## src/rtl/fetch_unit_pkg.sv

```systemverilog
// rtl/fetch_unit_pkg.sv - shared types and constants for the instruction-fetch stage
package fetch_unit_pkg;

  // Fetch FSM states: FETCH requests pc_q, BUFFERED parks a word behind a stalled
  // decoder, DRAIN waits out a request made stale by a flush.
  typedef enum logic [1:0] {
    ST_FETCH    = 2'd0,
    ST_BUFFERED = 2'd1,
    ST_DRAIN    = 2'd2
  } fetch_state_e;

  localparam logic [31:0] RESET_PC_DEFAULT = 32'hBFC0_0000;
  localparam logic [31:0] PC_INCR          = 32'd4;

  // Sequential successor; wraps modulo 2^32.
  function automatic logic [31:0] pc_next(input logic [31:0] pc);
    return pc + PC_INCR;
  endfunction

endpackage

```

## src/rtl/fetch_unit_skid_buf.sv

```systemverilog
// rtl/fetch_unit_skid_buf.sv - one-entry {instr, pc} holding buffer for a stalled decoder
module fetch_skid_buf (
  input  logic        clk,
  input  logic        rst,
  input  logic        load,
  input  logic        clear,
  input  logic [31:0] load_instr,
  input  logic [31:0] load_pc,
  output logic        valid,
  output logic [31:0] instr,
  output logic [31:0] pc
);

  // Capture a word on load; clear wins so a flush never leaves a stale entry.
  always_ff @(posedge clk) begin
    if (rst) begin
      valid <= 1'b0;
      instr <= 32'd0;
      pc    <= 32'd0;
    end else if (clear) begin
      valid <= 1'b0;
    end else if (load) begin
      valid <= 1'b1;
      instr <= load_instr;
      pc    <= load_pc;
    end
  end

endmodule

```

## src/rtl/fetch_unit.sv

```systemverilog
// rtl/fetch_unit.sv - MIPS IF stage: PC, req/ack fetch port, IF/ID register, stall/flush/redirect
module fetch_unit
  import fetch_unit_pkg::*;
#(
  parameter logic [31:0] RESET_PC = RESET_PC_DEFAULT
) (
  input  logic        clk,
  input  logic        rst,
  output logic        inst_req,
  output logic [31:0] inst_addr,
  input  logic        inst_ack,
  input  logic [31:0] inst_rdata,
  input  logic        stallD,
  input  logic        flushD,
  input  logic [31:0] flush_pc,
  input  logic        redirect_valid,
  input  logic [31:0] redirect_pc,
  output logic [31:0] instrD,
  output logic [31:0] pcD,
  output logic        validD
);

  fetch_state_e state_q, state_d;

  logic [31:0] pc_q;
  logic [31:0] pend_pc_q;
  logic [31:0] restart_pc_q;
  logic        pend_q;

  logic        buf_valid;
  logic [31:0] buf_instr;
  logic [31:0] buf_pc;
  logic        buf_load;
  logic        buf_clear;

  logic        ack;
  logic        id_free;
  logic        redir;
  logic        load_ack;

  // An ack only counts against a live request; acks during reset or BUFFERED are noise.
  assign ack      = inst_ack && inst_req;
  assign id_free  = !validD || !stallD;
  assign redir    = redirect_valid && !stallD && !flushD;
  assign load_ack = (state_q == ST_FETCH) && ack && !flushD && id_free;

  assign buf_load  = (state_q == ST_FETCH) && ack && !flushD && !id_free;
  assign buf_clear = flushD || ((state_q == ST_BUFFERED) && !stallD);

  fetch_skid_buf u_skid (
    .clk        (clk),
    .rst        (rst),
    .load       (buf_load),
    .clear      (buf_clear),
    .load_instr (inst_rdata),
    .load_pc    (pc_q),
    .valid      (buf_valid),
    .instr      (buf_instr),
    .pc         (buf_pc)
  );

  // FSM state register.
  always_ff @(posedge clk) begin
    if (rst) state_q <= ST_FETCH;
    else     state_q <= state_d;
  end

  // FSM next state: park on a blocked ack, drain a request orphaned by a flush.
  always_comb begin
    state_d = state_q;
    case (state_q)
      ST_FETCH: begin
        if (flushD) begin
          if (!ack) state_d = ST_DRAIN;
        end else if (ack && !id_free) begin
          state_d = ST_BUFFERED;
        end
      end
      ST_BUFFERED: begin
        if (flushD || !stallD) state_d = ST_FETCH;
      end
      ST_DRAIN: begin
        if (ack) state_d = ST_FETCH;
      end
      default: state_d = ST_FETCH;
    endcase
  end

  // FSM outputs: pc_q doubles as the drain address, so the address stays stable across a flush.
  always_comb begin
    inst_req  = !rst && ((state_q == ST_FETCH) || (state_q == ST_DRAIN));
    inst_addr = pc_q;
  end

  // PC, pending-redirect and restart-address bookkeeping.
  always_ff @(posedge clk) begin
    if (rst) begin
      pc_q         <= RESET_PC;
      pend_q       <= 1'b0;
      pend_pc_q    <= 32'd0;
      restart_pc_q <= 32'd0;
    end else begin
      case (state_q)
        ST_FETCH: begin
          if (flushD) begin
            pend_q <= 1'b0;
            if (ack) pc_q <= flush_pc;
            else     restart_pc_q <= flush_pc;
          end else if (ack) begin
            // This ack is the delay slot when a redirect is live, so the target is next.
            pend_q <= 1'b0;
            if (redir)       pc_q <= redirect_pc;
            else if (pend_q) pc_q <= pend_pc_q;
            else             pc_q <= pc_next(pc_q);
          end else if (redir) begin
            // Delay slot still in flight: apply the target once it lands.
            pend_q    <= 1'b1;
            pend_pc_q <= redirect_pc;
          end
        end
        ST_BUFFERED: begin
          if (flushD) begin
            pc_q   <= flush_pc;
            pend_q <= 1'b0;
          end else if (redir) begin
            pc_q <= redirect_pc;
          end
        end
        ST_DRAIN: begin
          if (flushD) begin
            pend_q <= 1'b0;
            if (ack) pc_q <= flush_pc;
            else     restart_pc_q <= flush_pc;
          end else if (ack) begin
            pc_q <= restart_pc_q;
          end
        end
        default: pc_q <= pc_q;
      endcase
    end
  end

  // IF/ID register: flush bubbles, buffer drains first, then fresh ack data, else bubble.
  always_ff @(posedge clk) begin
    if (rst) begin
      instrD <= 32'd0;
      pcD    <= 32'd0;
      validD <= 1'b0;
    end else if (flushD) begin
      instrD <= 32'd0;
      validD <= 1'b0;
    end else if (!stallD && buf_valid) begin
      instrD <= buf_instr;
      pcD    <= buf_pc;
      validD <= 1'b1;
    end else if (load_ack) begin
      instrD <= inst_rdata;
      pcD    <= pc_q;
      validD <= 1'b1;
    end else if (!stallD) begin
      validD <= 1'b0;
    end
  end

endmodule

```

## config.mk

```make
export PLATFORM = sky130hd
export DESIGN_NAME = fetch_unit
export DESIGN_NICKNAME = d
export VERILOG_FILES = /design/src/rtl/fetch_unit_pkg.sv /design/src/rtl/fetch_unit_skid_buf.sv /design/src/rtl/fetch_unit.sv
export SDC_FILE = /design/constraint.sdc
export NUM_CORES = 1
export LEC_CHECK = 0
export ABC_AREA = 1
export ABC_CLOCK_PERIOD_IN_PS = 4860
export BUFFER_PORTS_ARGS = -buffer_cell sky130_fd_sc_hd__buf_2
export CAP_MARGIN = 25
export CORE_ASPECT_RATIO = 1.2
export CORE_MARGIN = 2
export CORE_UTILIZATION = 60
export CTS_BUF_LIST = sky130_fd_sc_hd__clkbuf_4
export CTS_CLUSTER_DIAMETER = 150
export CTS_CLUSTER_SIZE = 30
export DETAILED_ROUTE_END_ITERATION = 16
export PLACE_DENSITY = 0.95
export SLEW_MARGIN = 15
export SYNTH_ARGS = -nofsm -noshare
export SYNTH_HDL_FRONTEND = slang
export SYNTH_SLANG_ARGS = --single-unit
export TNS_END_PERCENT = 100
```

## constraint.sdc

```tcl
create_clock -name clk -period 4.86 [get_ports clk]
set_input_delay 0.243 -clock clk [delete_from_list [all_inputs] [get_ports clk]]
set_output_delay 0.243 -clock clk [all_outputs]
set_load 0.05 [all_outputs]
```

**Word level (Yosys, flattened, before mapping)**

Index checks and enable logic that the tools add are counted.

- Register bits: 229
- Input bits: 102
- Output and inout bits: 98
- Logic and storage cells: 90

- Add/sub/neg operators: 1
- Equality and inequality tests: 12
- Mux-type cells: 28
- Bitwise logic cells: 3
- Reductions and logical operators: 35

Operator list:

| cell | number |
|---|---|
| $mux W32 | 13 |
| $pmux W32 S3 | 1 |
| $add A32 B3 Y32 const B | 1 |
| $ne A3 B3 Y1 const B | 4 |
| $reduce_and A4 Y1 | 3 |
| $logic_and A1 B1 Y1 | 11 |
| $mux W2 | 5 |
| $reduce_or A2 Y1 | 4 |
| $mux W1 | 7 |
| $pmux W2 S3 | 1 |
| $reduce_and A3 Y1 | 2 |
| $logic_not A1 Y1 | 5 |
| $logic_or A1 B1 Y1 | 4 |
| $ne A2 B1 Y1 const B | 2 |
| $ne A4 B4 Y1 const B | 1 |
| $reduce_and A2 Y1 | 2 |
| $reduce_bool A2 Y1 | 2 |
| $ne A3 B1 Y1 const B | 1 |
| $ne A3 B2 Y1 const B | 1 |
| $not A1 Y1 | 3 |
| $reduce_bool A3 Y1 | 1 |
| $eq A2 B1 Y1 const B | 1 |
| $eq A2 B2 Y1 const B | 1 |
| $logic_not A2 Y1 | 1 |
| other kinds (2) | 2 |

**Depth between registers and ports, before layout**

Gate-level depths: netlist of the first run.

- Depth in word-level cells: 9
- Gate-level depth with buffers: 14

**Modules after synthesis**

Synthesis of the first run repeated with hierarchy kept, for this count alone.

- Cells, all modules: 1970
- Area, all modules: 12548.3 um^2

Modules (own cells, without submodules):

| module | times used | cells each | area an instance (um^2) |
|---|---|---|---|
| fetch_unit | 1 | 1554 | 9780.6 |
| fetch_skid_buf | 1 | 416 | 2767.7 |

**Worst setup path after synthesis of the first run**

No wires, ideal clock.

- Path type: register to register
- Start point: register state_q[0]
- End point: register pc_q[17] (netlist: inst_addr[17])
- Setup time: 132 ps
- Data arrival time: 2158 ps
- Required time: 4728 ps
- Path slack: 2570 ps
- Cell stages (with the launch flop): 13
- Cell sequence: dfxtp_1 -> inv_1 -> ha_1 -> clkbuf_1 -> nor2_1 -> nor2_1 -> nand3_1 -> nand3_1 -> nand2_1 -> nand2_1 -> a21oi_1 -> nand2_1 -> a21oi_1

- Longest elaborated chain between the ends: 7
- Elaborated cells on any way between the ends: 15

Ends and longest elaborated chain:

| what | RTL line | source |
|---|---|---|
| start: declaration | fetch_unit.sv:23 | `fetch_state_e state_q, state_d;` |
| start signal: assignment | fetch_unit.sv:65 | `else state_q <= state_d;` |
| $eq A2 B2 Y1 / $logic_not A2 Y1 (equally long branches) | fetch_unit.sv:91 | `inst_req = !rst && ((state_q == ST_FETCH) \|\| (state_q == ST_DRAIN));` |
| $logic_or A1 B1 Y1 * | fetch_unit.sv:91 |  |
| $logic_and A1 B1 Y1 * | fetch_unit.sv:91 |  |
| via inst_req | fetch_unit.sv:9 | `output logic inst_req,` |
| $logic_and A1 B1 Y1 * | fetch_unit.sv:42 | `assign ack = inst_ack && inst_req;` |
| $mux W32 | n/a |  |
| $mux W32, on equally long branches | n/a |  |
| $pmux W32 S3 | fetch_unit.sv:103 | `case (state_q)` |
| end signal: assignment | fetch_unit.sv:107 | `if (ack) pc_q <= flush_pc;` |
| end signal: assignment | fetch_unit.sv:112 | `if (redir) pc_q <= redirect_pc;` |
| end signal: assignment | fetch_unit.sv:113 | `else if (pend_q) pc_q <= pend_pc_q;` |
| end: declaration | fetch_unit.sv:25 | `logic [31:0] pc_q;` |

Mark *: on every way through the listed nets, which the timed path passes. The rest lies on a longest branch.
A chain may end at the register's enable or synchronous reset.

**Final worst setup path of the first run**

- Start point: register state_q[0]
- End point: register pcD[31]

- Longest elaborated chain between the ends: 9
- Elaborated cells on any way between the ends: 10

Ends and longest elaborated chain:

| what | RTL line | source |
|---|---|---|
| $eq A2 B2 Y1 / $logic_not A2 Y1 (equally long branches) | fetch_unit.sv:91, fetch_unit.sv:45 |  |
| $logic_or A1 B1 Y1 | fetch_unit.sv:91 |  |
| $logic_and A1 B1 Y1 | fetch_unit.sv:91 |  |
| $logic_and A1 B1 Y1 | fetch_unit.sv:42 |  |
| $logic_and A1 B1 Y1 * (3 in a row) | fetch_unit.sv:45 | `assign load_ack = (state_q == ST_FETCH) && ack && !flushD && id_free;` |
| $reduce_bool A2 Y1 (no source line) * | n/a |  |
| $reduce_and A2 Y1 (no source line) * | n/a |  |
| end signal: assignment | fetch_unit.sv:154 | `pcD <= buf_pc;` |
| end signal: assignment | fetch_unit.sv:158 | `pcD <= pc_q;` |
| end: declaration | fetch_unit.sv:19 | `output logic [31:0] pcD,` |

Mark *: on every way between the ends. The rest lies on a longest branch, timed or not.

==> flow_summary.toml, run 1 <==
[synthesis]
synth_cells = 1851
synthDistinctLibCells = 38
yosysTopAreaCellShare = 0.383
synth_top_area_cell = "dfxtp_1"
ys_async_sr_fraction = 0
synth_flop_cell = "dfxtp_1"
synth-edff-count = 0
ys_warn_count = 0
syn_nets = 1959
ys_ff_latch = 229
ys_top_cells_by_area = "dfxtp_1, nand2_1, a21oi_1"
syn_area_per_cell_um2 = 6.46
synth_area_mm2 = 0.0120
seq_area_frac_synth = 0.383

[sta]
hold_viol = 0
rsz0062_at_grt = "false"
setup_tns_ns = 0
period_share = 0.722
drv_slew = 0
tightest_slew_ns = 1.04
maxSlewHeadroom = 0.307
max_freq_mhz = 285
finalSetupViolCount = 0
fin_crit_ns = 3.51
layout_setup_ws_ns = 1.35
fin_worst_skew_ns = 0.0576

[grt]
grt_max_degree = 116
grt_pass1_vias = 12790
grt_usage = 0.375
antenna_found_initial = 1
grt.overflow.total = 0
grt_pass1_wl_um = 64400

[floorplan]
fp.dieArea_mm2 = 0.0211
die_h_um = 159
fp.coreArea_mm2 = 0.0195
io_pins = 200
rows = 56
start_util = 0.612
fp.dieW_um = 133

[placed_design]
place_congestion = 0.969
hpwl_um = 25900
pre_cts_ws_ns = 1.47
placed_area_mm2 = 0.0129
port_buffers = 199

[critical_path]
crit_family = "buffers and inverters"
reg2reg_depth = 13
critical_path.max_stage_delay_ns = 0.58
end_kind = "flip-flop"
start_kind = "flip-flop"
path_cells = "inv_1 -> ha_1 -> inv_2 -> nand2_2 -> nand3_4 -> inv_2 -> nand3_1 -> nand2_2 -> buf_4 -> nand2_1 -> clkinv_2 -> o21ai_0 -> a31oi_1"
crit_fanout = 64
rr_startpoint = "state_q[0]$_SDFFE_PP0P_"
crit_type = "reg -> reg"
critical_path_buf_inv_count = 5
reg2reg_slack_ns = 1.35
reg2reg_to = "pcD[31]$_SDFFE_PP0P_"
cp_slowest_cell = "clkinv_2"
critical_path_required_ns = 5.43
arrival_ns = 4.08

[clock_tree]
clkLatencyLatePin_ns = 0.71
cts_buffers = 11
cts_resized = 0
cts.sink_count = 229
clkTransAtPathRegs_ns = 0.31
cts_buffer_depth = 3
htree_num_levels = 1
cts_tree = "done"
cts_root_buffer = "clkbuf_4"

[pwr]
power_density_mw_per_mm2 = 470
power.switching_mw = 3.32
power.internal_mw = 3.22
p_total_mw = 6.55
ir_drop_mv = 0.423
power_leakage_nw = 5.95
combPwrFrac = 0.497
clockPowerShare = 0.105
seqPwrFrac = 0.399
swShare = 0.508

[cells_and_area]
fin_area_mm2 = 0.0139
multiInputGateArea_mm2 = 0.00633
fin_nets = 2152
nFillCells = 1606
register_area_mm2 = 0.00459
drive_gt1_frac = 0.128
area_growth_syn_to_layout_pct = 16.6

[drt]
avgRoutedWirePerCell_um = 17.9
wirelength_um = 41400
first_pass_iters = 8
drt_iter0_markers = 1709
vias = 13957
drtAntennaViolNets = 0
drc_errors = 0
routed_via_density = 6.06

[hold_path]
min_to = "pend_pc_q[25]$_SDFFE_PP0P_"
hold_path_depth = 5
min_path_type = "in -> reg"
min_from = "rst"

[flow_run]
maxCapViolations = 0

[outcome]
status = "completed"
-- final cells by class --
| class | instances | share of cell area |
|---|---|---|
| flip-flops and latches | 229 | 0.329 |
| clock buffers | 11 | 0.00592 |
| repair buffers | 320 | 0.155 |
| diodes | 1 | 0.000179 |
| well taps | 261 | 0.0234 |
| multi-input cells | 1368 | 0.454 |
| clock inverters | 1 | 0.00117 |
| inverters | 114 | 0.0311 |
-- synth_stat cells (all sizes together), types with 3 or more instances --
cell,count
o21ai,204
dfxtp,229
inv,109
clkinv,5
clkbuf,85
ha,6
a31oi,59
a21oi,244
xnor2,3
nor2,114
nor3,4
o221ai,3
buf,55
nand2,521
nand3b,4
o211ai,9
nand3,184
nand4,8
-- power groups by stage --
stage	logic (mW)	registers, mW	clock network (mW)
floorplan	1.89	2.94	0
global placement	3.03	2.60	0
detailed placement	3.09	2.61	0
CTS	3.16	2.57	0.688
global route	3.53	2.63	0.746
finish	3.25	2.61	0.685
-- flip-flops by register name, summed over array words and instances (netlist names) --
name and flops:
restart_pc_q 32, u_skid.valid 1, state_q 2, pcD 32
u_skid.pc 32, pend_pc_q 32, instrD 32, validD 1
inst_addr 32, pend_q 1, u_skid.instr 32
-- metrics by stage --
step	instances	hold slack (ns)	util
global route	2305	0.0665	0.713
finish	2305	0.0538	0.713
detailed placement	2195	0.435	0.657
global placement	2195	0.432	0.657
floorplan	1851	0.378	-
CTS	2303	0.0816	0.712
-- metal layers --
metal	global-route usage	vias up	share of wire
met5	0	-	0
met4	0.147	0	0.039
met3	0.0573	161	0.12
met2	0.642	1026	0.46
met1	0.479	6234	0.38
li1	-	6536	-
-- worst min-delay path: stages --
cell and delay [ns]:
buf_2 0.12, inv_4 0.05, buf_4 0.21, o21ai_0 0.10, a21oi_1 0.04
-- worst max path at each step --
stage                       startpoint                          to  slack (ns)  cells past startpoint
2_1_floorplan  state_q[0]$_SDFFE_PP0P_  inst_addr[17]$_SDFFE_PP0P_        2.57                     12
3_3_place_gp   state_q[1]$_SDFFE_PP0P_         pcD[2]$_SDFFE_PP0P_        1.65                     13
3_5_place_dp   state_q[0]$_SDFFE_PP0P_        pcD[31]$_SDFFE_PP0P_        1.47                     13
4_1_cts        state_q[0]$_SDFFE_PP0P_        pcD[31]$_SDFFE_PP0P_        1.41                     13
5_1_grt        state_q[0]$_SDFFE_PP0P_         pcD[0]$_SDFFE_PP0P_        1.00                     13
6_report       state_q[0]$_SDFFE_PP0P_        pcD[31]$_SDFFE_PP0P_        1.35                     13
-- timing repair --
item,CTS,global route
hold buffers,96,0
buffers inserted,0,0
hold endpoints to repair,144,0
-- cell families after synthesis --
family,after synthesis,synth area share
buffers and inverters,254,0.0886
and+or+nand+nor,835,0.290
adders and majority gates,6,0.00628
DFF,229,0.383
AOI/OAI and AO/OA,523,0.229
xor gates and xnor gates,4,0.00293
-- cells in the final DEF, fill, tap and decap left out, drive strengths merged, types with 3 or more instances in the layout --
cell type | netlist | final
nand4 | 8 | 8
ha | 6 | 6
o21ai | 204 | 204
nand3 | 184 | 184
dfxtp | 229 | 229
clkinv | 5 | 6
buf | 55 | 224
inv | 109 | 109
nor2 | 114 | 114
a21oi | 244 | 244
dlygate4sd3 | 0 | 96
xnor2 | 3 | 3
nand2 | 521 | 521
nand3b | 4 | 4
o221ai | 3 | 3
a31oi | 59 | 59
clkbuf | 85 | 11
o211ai | 9 | 9
nor3 | 4 | 4
No activity file was read; power rests on OpenSTA's default activity.
==> run 2: changes to the inputs <==
Settings changed: ABC_AREA 1 to 0, ABC_CLOCK_PERIOD_IN_PS 4860 to 3650, CORE_UTILIZATION 60 to 58, PLACE_DENSITY 0.95 to 0.94.
Clock period 4.86 ns to 3.65 ns, I/O delays scaled along.
==> run 2 against run 1 <==
Via count is 7.9% lower. Wire length decreased by 5.9%. Sequential power increased by 6%. First-iteration DRC count up 10%. Cell count down 12%. Flip-flop and latch count is the same. Final area shrank 0.83%. Combinational power decreased by 60%. Sequential share of layout area up 0.26 points. Die area shrank 0.30%. Clock power increased by 34%. Worst setup slack lost 0.75 ns. Critical path type unchanged. Highest routed layer unchanged.
==> flow_summary.toml, run 2 <==
[critical_path]
cp_slowest_cell = "nand3_1"
arrival_ns = 3.64
reg2reg_slack_ns = 0.60
end_kind = "flip-flop"
critical_path_buf_inv_count = 3
crit_type = "reg -> reg"
start_kind = "flip-flop"
path_cells = "inv_1 -> ha_1 -> nor2b_1 -> nand3_1 -> buf_4 -> nand2_1 -> a21oi_1 -> dlygate4sd3_1"
critical_path_required_ns = 4.24
critical_path.max_stage_delay_ns = 0.60
crit_fanout = 17
crit_family = "buffers and inverters"

[clock_tree]
cts_tree = "done"
clkTransAtPathRegs_ns = 0.30
cts.sink_count = 229
cts_buffers = 11
post-cts-setup-buffers = 0
clkLatencyLatePin_ns = 0.70
cts_root_buffer = "clkbuf_4"
htree_num_levels = 1
cts_buffer_depth = 3

[synthesis]
synth-edff-count = 0
synth_common_cells = "nand2_1, dfxtp_1, a21oi_1"
ys_warn_count = 0
synth_most_common_cell = "nand2_1"
synth_cells = 1557
yosysTopAreaCellShare = 0.398
syn_area_per_cell_um2 = 7.40
ys_async_sr_fraction = 0
synth_flop_cell = "dfxtp_1"
ys_top_cells_by_area = "dfxtp_1, nand2_1, a21oi_1"
ys_ff_latch = 229
synth_top_area_cell = "dfxtp_1"
seq_area_frac_synth = 0.398
synth_area_mm2 = 0.0115
synthDistinctLibCells = 66
syn_nets = 1665

[grt]
grt_usage = 0.354
antenna_found_initial = 2
grt_pass1_vias = 12254
grt_pass1_wl_um = 61000
grt_max_degree = 95
grt.overflow.total = 0

[sta]
fin_worst_skew_ns = 0.0481
maxSlewHeadroom = 0.328
period_share = 0.835
rsz0062_at_grt = "false"
fin_crit_ns = 3.05
max_freq_mhz = 328
finalSetupViolCount = 0
setup_tns_ns = 0
hold_viol = 0
drv_slew = 0
tightest_slew_ns = 1.01

[drt]
wirelength_um = 38900
drtAntennaViolNets = 0
drt_iter0_markers = 1887
routed_via_density = 6.33
drc_errors = 0
vias = 12853
first_pass_iters = 9
avgRoutedWirePerCell_um = 19.2

[floorplan]
rows = 56
die_h_um = 158
fp.coreArea_mm2 = 0.0195
fp.dieArea_mm2 = 0.0210
start_util = 0.590
fp.dieW_um = 133
io_pins = 200

[cells_and_area]
multiInputGateArea_mm2 = 0.00634
register_area_mm2 = 0.00458
final_cell_mix = "nand2_1, dfxtp_1, buf_2"
fin_nets = 1878
area_growth_syn_to_layout_pct = 20.0
nFillCells = 1421
drive_gt1_frac = 0.162
final_common_cell = "nand2_1"

[placed_design]
place_congestion = 0.978
port_buffers = 199
hpwl_um = 23700

[pwr]
p_total_mw = 5.01
ir_drop_mv = 0.346
power_density_mw_per_mm2 = 362
power_leakage_nw = 5.26

[flow_run]
maxCapViolations = 0

[outcome]
status = "completed"

[hold_path]
min_path_type = "in -> reg"
==> run 2: changes by cell type after synthesis, sizes merged, moves of 18 or more <==
cell	previous run	this run
nand3	184	19
o21ai	204	83
inv	109	9
nand2	521	451
a311oi	0	65
a21oi	244	185
a31oi	59	14
mux2i	0	38
mux2	0	19
a221oi	1	19
clkbuf	85	103
==> run 2: layout make-up <==
cell class | count | area share
inverter | 12 | 0.00326
tap | 261 | 0.0236
clock buffer | 11 | 0.00597
sequential | 229 | 0.332
antenna | 2 | 0.000362
clock inverter | 1 | 0.00118
timing repair buffer | 347 | 0.175
multi-input combinational | 1169 | 0.459
==> run 2: cells by family after synthesis <==
| kind of cell | synth area share |
|---|---|
| AO/OA/AOI/OAI | 0.245 |
| adder cells (fa/ha/maj) | 0.00651 |
| XOR/XNOR | 0.0175 |
| buffers and inverters | 0.0559 |
| flip-flops | 0.398 |
| multiplexers | 0.0516 |
| AND/OR/NAND/NOR | 0.226 |
==> run 2: stage by stage <==
step	utilization	hold slack, ns	setup WS (ns)	cell area, um2	std cells
floorplan	-	0.318	1.10	11500	1557
global placement	0.643	0.435	1.09	12600	1904
detailed placement	0.644	0.442	1.03	12600	1905
CTS	0.707	0.115	0.742	13800	2030
global route	0.707	0.142	0.569	13800	2032
finish	0.707	0.169	0.603	13800	2032
==> run 2: power by group <==
part	switching, mW	internal, mW	total, mW	leakage (nW)
registers	0.160	2.61	2.77	1.86
logic	0.857	0.455	1.31	3.34
clock network	0.770	0.150	0.920	0.0575
total	1.79	3.22	5.01	5.26
==> run 2: final timing paths <==
path,start,endpoint,cells after the start
hold / removal,flushD,state_q[1]$_SDFFE_PP0P_,3
setup / recovery,state_q[0]$_SDFFE_PP0P_,pend_pc_q[7]$_SDFFE_PP0P_,8
setup reg to reg,state_q[0]$_SDFFE_PP0P_,pend_pc_q[7]$_SDFFE_PP0P_,8
hold reg to reg,restart_pc_q[22]$_SDFFE_PP0P_,restart_pc_q[22]$_SDFFE_PP0P_,2
==> run 2: timing repair <==
action,4_1_cts,5_1_grt
resized for setup,0,0
hold buffers,113,0
hold endpoints to repair,156,0
==> run 2: per-layer routing <==
layer  vias to the layer above  part of all wire  track usage
met4                         0             0.068        0.233
met3                       254              0.11       0.0602
met2                       975              0.46        0.590
met1                      5769              0.36        0.423
met5                         -                 0            0
li1                       5855                 -            -
==> run 2: worst reg2reg max path: stages, from the launching register on <==
cell,delay (ns)
dfxtp_1,0.42
inv_1,0.12
ha_1,0.26
nor2b_1,0.31
nand3_1,0.60
buf_4,0.47
nand2_1,0.12
a21oi_1,0.06
dlygate4sd3_1,0.59
